===== src/rtl/rr_arb_pkg.sv =====
// Shared constants and types for the eight-client round-robin arbiter.
package rr_arb_pkg;

  localparam int unsigned N_CLIENTS = 8;
  localparam int unsigned IDX_W     = 3;
  localparam int unsigned HOLD_W    = 16;

  // IDLE: waiting for any request; GRANT: one client owns the decoder enable.
  typedef enum logic {
    ST_IDLE  = 1'b0,
    ST_GRANT = 1'b1
  } arb_state_e;

endpackage


===== src/rtl/rr_pick8.sv =====
// Combinational round-robin pick: first set request bit at or after ptr, wrapping mod 8.
module rr_pick8
  import rr_arb_pkg::*;
(
  input  logic [N_CLIENTS-1:0] req,
  input  logic [IDX_W-1:0]     ptr,
  output logic                 any,
  output logic [IDX_W-1:0]     winner
);

  logic [N_CLIENTS-1:0] w_rot;
  logic [IDX_W-1:0]     w_off;

  // Rotate so the client at ptr lands in bit 0; the 3-bit add wraps naturally.
  always_comb begin
    w_rot = '0;
    for (int i = 0; i < N_CLIENTS; i++) begin
      w_rot[i] = req[ptr + IDX_W'(i)];
    end
  end

  // Fixed-priority encode of the rotated vector, lowest bit wins.
  always_comb begin
    w_off = '0;
    for (int i = N_CLIENTS - 1; i >= 0; i--) begin
      if (w_rot[i]) w_off = IDX_W'(i);
    end
  end

  assign any    = |req;
  assign winner = ptr + w_off;

endmodule


===== src/rtl/rr_arbiter8.sv =====
// Eight-client round-robin arbiter with owner release and optional hold-time limit.
// gnt_idx/gnt_valid feed a 3-to-8 decoder (A/E); all outputs are registered.
module rr_arbiter8
  import rr_arb_pkg::*;
#(
  parameter int unsigned MAX_HOLD = 16
) (
  input  logic                 clk,
  input  logic                 rst,
  input  logic [N_CLIENTS-1:0] req,
  input  logic                 done,
  output logic [IDX_W-1:0]     gnt_idx,
  output logic                 gnt_valid,
  output logic                 timeout
);

  localparam bit               HoldEn   = (MAX_HOLD != 0);
  localparam logic [HOLD_W-1:0] HoldLast = HOLD_W'((MAX_HOLD == 0) ? 0 : MAX_HOLD - 1);

  arb_state_e        r_state, w_state_next;
  logic [IDX_W-1:0]  r_ptr, w_ptr_next;
  logic [HOLD_W-1:0] r_hold_cnt, w_hold_next;
  logic [IDX_W-1:0]  r_gnt_idx, w_gnt_idx_next;
  logic              r_gnt_valid, w_gnt_valid_next;
  logic              r_timeout, w_timeout_next;

  logic              w_any;
  logic [IDX_W-1:0]  w_winner;
  logic              w_rel_norm;
  logic              w_rel_limit;

  rr_pick8 u_pick (
    .req    (req),
    .ptr    (r_ptr),
    .any    (w_any),
    .winner (w_winner)
  );

  // Owner release takes precedence over the hold limit, so a coincident done never times out.
  assign w_rel_norm  = done | ~req[r_gnt_idx];
  assign w_rel_limit = HoldEn && (r_hold_cnt == HoldLast);

  // State and output registers; reset drops the grant immediately with no bookkeeping.
  always_ff @(posedge clk or posedge rst) begin
    if (rst) begin
      r_state     <= ST_IDLE;
      r_ptr       <= '0;
      r_hold_cnt  <= '0;
      r_gnt_idx   <= '0;
      r_gnt_valid <= 1'b0;
      r_timeout   <= 1'b0;
    end else begin
      r_state     <= w_state_next;
      r_ptr       <= w_ptr_next;
      r_hold_cnt  <= w_hold_next;
      r_gnt_idx   <= w_gnt_idx_next;
      r_gnt_valid <= w_gnt_valid_next;
      r_timeout   <= w_timeout_next;
    end
  end

  // Next-state: grant on any request, return to IDLE on any release.
  always_comb begin
    w_state_next = r_state;
    unique case (r_state)
      ST_IDLE:  if (w_any) w_state_next = ST_GRANT;
      ST_GRANT: if (w_rel_norm || w_rel_limit) w_state_next = ST_IDLE;
    endcase
  end

  // Next values of the registered outputs, pointer and hold counter.
  always_comb begin
    w_ptr_next       = r_ptr;
    w_hold_next      = r_hold_cnt;
    w_gnt_idx_next   = r_gnt_idx;
    w_gnt_valid_next = r_gnt_valid;
    w_timeout_next   = 1'b0;
    unique case (r_state)
      ST_IDLE: begin
        if (w_any) begin
          w_gnt_idx_next   = w_winner;
          w_gnt_valid_next = 1'b1;
          w_hold_next      = '0;
        end
      end
      ST_GRANT: begin
        if (w_rel_norm) begin
          w_gnt_valid_next = 1'b0;
          w_ptr_next       = r_gnt_idx + IDX_W'(1);
        end else if (w_rel_limit) begin
          w_gnt_valid_next = 1'b0;
          w_timeout_next   = 1'b1;
          w_ptr_next       = r_gnt_idx + IDX_W'(1);
        end else if (r_hold_cnt != '1) begin
          // Saturates only when the limit is disabled.
          w_hold_next = r_hold_cnt + HOLD_W'(1);
        end
      end
    endcase
  end

  assign gnt_idx   = r_gnt_idx;
  assign gnt_valid = r_gnt_valid;
  assign timeout   = r_timeout;

endmodule


===== config.mk =====
export PLATFORM = sky130hd
export DESIGN_NAME = rr_arbiter8
export DESIGN_NICKNAME = d
export VERILOG_FILES = /design/src/rtl/rr_arb_pkg.sv /design/src/rtl/rr_pick8.sv /design/src/rtl/rr_arbiter8.sv
export SDC_FILE = /design/constraint.sdc
export NUM_CORES = 1
export LEC_CHECK = 0
export ABC_AREA = 1
export BUFFER_PORTS_ARGS = -buffer_cell sky130_fd_sc_hd__buf_2
export CAP_MARGIN = 20
export CELL_PAD_IN_SITES_DETAIL_PLACEMENT = 1
export CELL_PAD_IN_SITES_GLOBAL_PLACEMENT = 1
export CORE_AREA = 2 2 95 97
export DETAILED_ROUTE_END_ITERATION = 7
export DIE_AREA = 0 0 97 99
export PLACE_DENSITY = 0.57
export REMOVE_ABC_BUFFERS = 1
export SYNTH_ARGS = -nofsm -noshare
export SYNTH_HDL_FRONTEND = slang
export SYNTH_SLANG_ARGS = --single-unit

===== constraint.sdc =====
create_clock -name clk -period 2.85 [get_ports clk]
set_input_delay 0.1425 -clock clk [delete_from_list [all_inputs] [get_ports clk]]
set_output_delay 0.1425 -clock clk [all_outputs]
set_load 0.1 [all_outputs]

==> metrics.md <==
| Metric | Value |
|---|---|
| Syn Std Cell Area | `~2100 µm²` |
| Synth cell types | `33` |
| Total GRT Usage | `between 10% and 20%` |
| Largest net degree at the start of global routing | `33` |
| Clk_skew | `11.7 ps` |
| Clock Sinks | `25` |
| Post-Route WL | `6.09 mm` |
| Seq/Total Area, Yosys | `about 30%` |
| Setup TNS | `0 ps` |
| Post-Layout Inst Area | `about 2400 µm²` |
| Nets | `around 360` |
| Worst path required time | `3020 ps` |
| Seq cells post-synth | `25` |
| CTS Buf Count | `3` |
| Type of origin of the critical path | `flip-flop` |
| CORE AREA | `8550 µm²` |
| Antenna diode instance count | `0` |
| Period utilization | `about nine tenths` |
| Vias | `roughly 2100` |
| Commonest non-fill, non-tap cell in the layout | `nand2_1` |
| Root Buffer | `clkbuf_8` |
| Slowest-stage cell, CP | `dfrtp_1` |
| CP top delay family | `adder cells` |
| Min Hold Slack | `144 ps` |
| GR met2 Demand/Resource | `about a fifth` |
| Post-synth EDFFs | `0` |
| Fin. max-slew vios | `0` |
| Syn Area/Cell | `~6.6 µm²` |
| P&R area growth vs syn | `16.7%` |
| Period minus WS final | `about 2500 ps` |
| I/O pins | `16` |
| Die W | `97 µm` |
| H-tree Lvls | `1` |
| CP endpoint kind | `flip-flop` |
| Gate count of the mapped netlist | `315` |
| Reg-to-Reg Start | `r_ptr[0]` |
| Max IR drop VDD | `roughly 320 µV` |
| Dpl hpwl | `about 4.7 mm` |
| Final GP Congestion | `0.757` |
| Slew @ Worst Pin | `about 540 ps` |
| GR peak layer | `met2` |
| Leakage | `1.15 nW` |
| WL per Instance | `about 14 µm` |
| First DRT Iteration DRCs | `98` |
| RSZ-0062 raised after global routing | `no` |
| Max cap viols | `0` |
| Worst-path cell chain | `buf_4 > ha_2 > xnor2_2 > nand3_1 > nand2_2 > inv_1 > nand2_1 > nand2_1 > nand2_1 > nand2_1 > a21oi_1 > ha_1 > inv_1 > fa_2 > xnor2_2 > nand3_1 > nand3_1 > nand2_1` |
| Gr ovfl total | `0` |
| Status | `complete, no violations` |
| Antenna violations before repair | `0` |
| Core Rows | `34` |
| DRC viols | `0` |
| Most frequent cells in the layout | `nand2_1, nand3_1, nor2_1, dfrtp_1, inv_1` |
| Clock transition at path regs | `100 ps` |
| CP Max Fanout | `3` |
| Buf/Inv on CP | `3` |
| Final core utilization | `approximately 29%` |
| Post-synth ARST share | `100%` |
| Die Area | `9600 µm²` |
| Met1 global-route usage | `between 10% and 20%` |
| Final hold viol count | `0` |
| Hold WC Path Type | `in2reg` |
| Vias per cell | `between 4 and 5` |
| DR pass1 iterations | `4` |
| First-pass GRT wire length | `roughly 11 mm` |
| Warnings from Yosys | `0` |
| Kind of critical path | `reg2reg` |
| Worst slew margin relative to its limit | `around 64%` |
| Worst Setup SP | `r_ptr[0]` |
| CP peak stage delay | `approximately 400 ps` |
| Post-Place Cell Area | `approximately 2300 µm²` |
| Initial Util | `24.5%` |
| Pwr/cell area | `1090 nW/µm²` |
| CTS tree | `built` |
| Final setup vio count | `0` |
| DIE HEIGHT | `between 90 and 100 µm` |
| Critical path data arrival time | `~2700 ps` |
| Port-buffer cells | `15` |
| Worst Hold Launch | `done` |
| Max clock buf depth | `2` |
| ANT nets after route | `0` |
| Layout cell share with drive strength beyond 1 | `18.0%` |
| F_max | `around 400 MHz` |
| Worst skew pair latency | `between 200 and 300 ps` |
| Vias in the first global route | `around 2200` |
| Ys flop type | `dfrtp_1` |
| Most used cell, CP | `nand2_1` |
| Met3 usage | `under 10%` |
| Filler cells | `~1100` |
==> cell usage after synthesis, types with 2 or more instances <==
master,number,share of area (%)
nand2_1,106,19
nand3_1,48,11
dfrtp_1,25,30
nor2_1,24,4.3
inv_1,23,4.1
o21ai_0,10,2.4
o21ai_2,9,3.8
o21ai_1,8,1.9
inv_2,7,1.3
nand4_1,6,1.8
xor2_1,6,2.5
ha_1,5,3.0
nor4_1,5,1.5
nor3_1,4,0.96
xnor2_1,4,1.7
buf_6,3,1.6
a21oi_1,2,0.48
buf_2,2,0.48
nand2_4,2,1.1
nand3b_1,2,0.72
or2_2,2,0.60
==> per-layer routing <==
metal / share of wire, % / up-vias / routed length, µm
met5: 0 / - / 0
met4: 0.72 / 0 / 44
met3: 2.7 / 6 / 163
met2: 44 / 23 / 2660
met1: 53 / 1018 / 3230
li1: - / 1076 / -
==> sequential cells by signal, summed over array words and instances (netlist names) <==
register    flops
gnt_idx         3
gnt_valid       1
r_hold_cnt     16
r_ptr           3
r_state         1
timeout         1
==> what timing repair did <==
item / CTS / global route
endpoints found under the setup margin: 0 / 1
hold buffers: 0 / 1
gates resized for setup: 0 / 9
hold endpoints to repair: 0 / 10
setup buffers: 0 / 1
==> worst reg2reg max path, stage by stage, from the launching register on <==
cell and delay [ps]:
dfrtp_1 410, buf_4 150, ha_2 210, xnor2_2 160, nand3_1 100, nand2_2 110
inv_1 40, nand2_1 50, nand2_1 50, nand2_1 50, nand2_1 40, a21oi_1 120
ha_1 160, inv_1 50, fa_2 340, xnor2_2 160, nand3_1 90, nand3_1 80
nand2_1 50
==> power by group <==
part | leakage (nW) | internal [W] | total, W | switching, W
clock | 0.0228 | 0.000100 | 0.000221 | 0.000121
sequential | 0.330 | 0.000437 | 0.000535 | 0.0000983
combinational | 0.796 | 0.000637 | 0.00192 | 0.00128
==> stage by stage <==
step	total power [W]	worst slack (ps)	cells
floorplan	0.00187	164	309
global placement	0.00233	197	439
detailed placement	0.00237	124	439
CTS	0.00261	94.2	443
global route	0.00298	26.2	446
finish	0.00267	337	446
==> layout make-up <==
cell class | instances | area [µm²] | area share [%]
multi-input combinational | 254 | 1350 | 55.3
clock buffer | 4 | 45.0 | 1.85
inverter | 30 | 113 | 4.61
tap | 108 | 135 | 5.54
timing repair buffer | 25 | 173 | 7.07
sequential | 25 | 627 | 25.7
==> kinds of logic (layout without fill, tap and decap cells) <==
family / Yosys count / in the layout / share of synthesized area (%)
AOI/OAI and AO/OA: 31 / 31 / 9.27
xor gates and xnor gates: 10 / 10 / 4.19
adders and majority gates: 6 / 6 / 3.95
buffers and inverters: 36 / 59 / 7.66
DFF: 25 / 25 / 29.9
and+or+nand+nor: 207 / 207 / 45.0
==> worst paths after layout <==
| check | end | slack [ps] | cells after the start |
|---|---|---|---|
| max | gnt_idx[2] | 340 | 18 |
| min | timeout | 140 | 4 |
| max reg2reg | gnt_idx[2] | 340 | 18 |
| min reg2reg | gnt_valid | 520 | 1 |
| max in group asynchronous | r_ptr[2] | 1910 | 4 |
| min in group asynchronous | r_hold_cnt[12] | 450 | 3 |
Power figures use the tool's default switching activity.
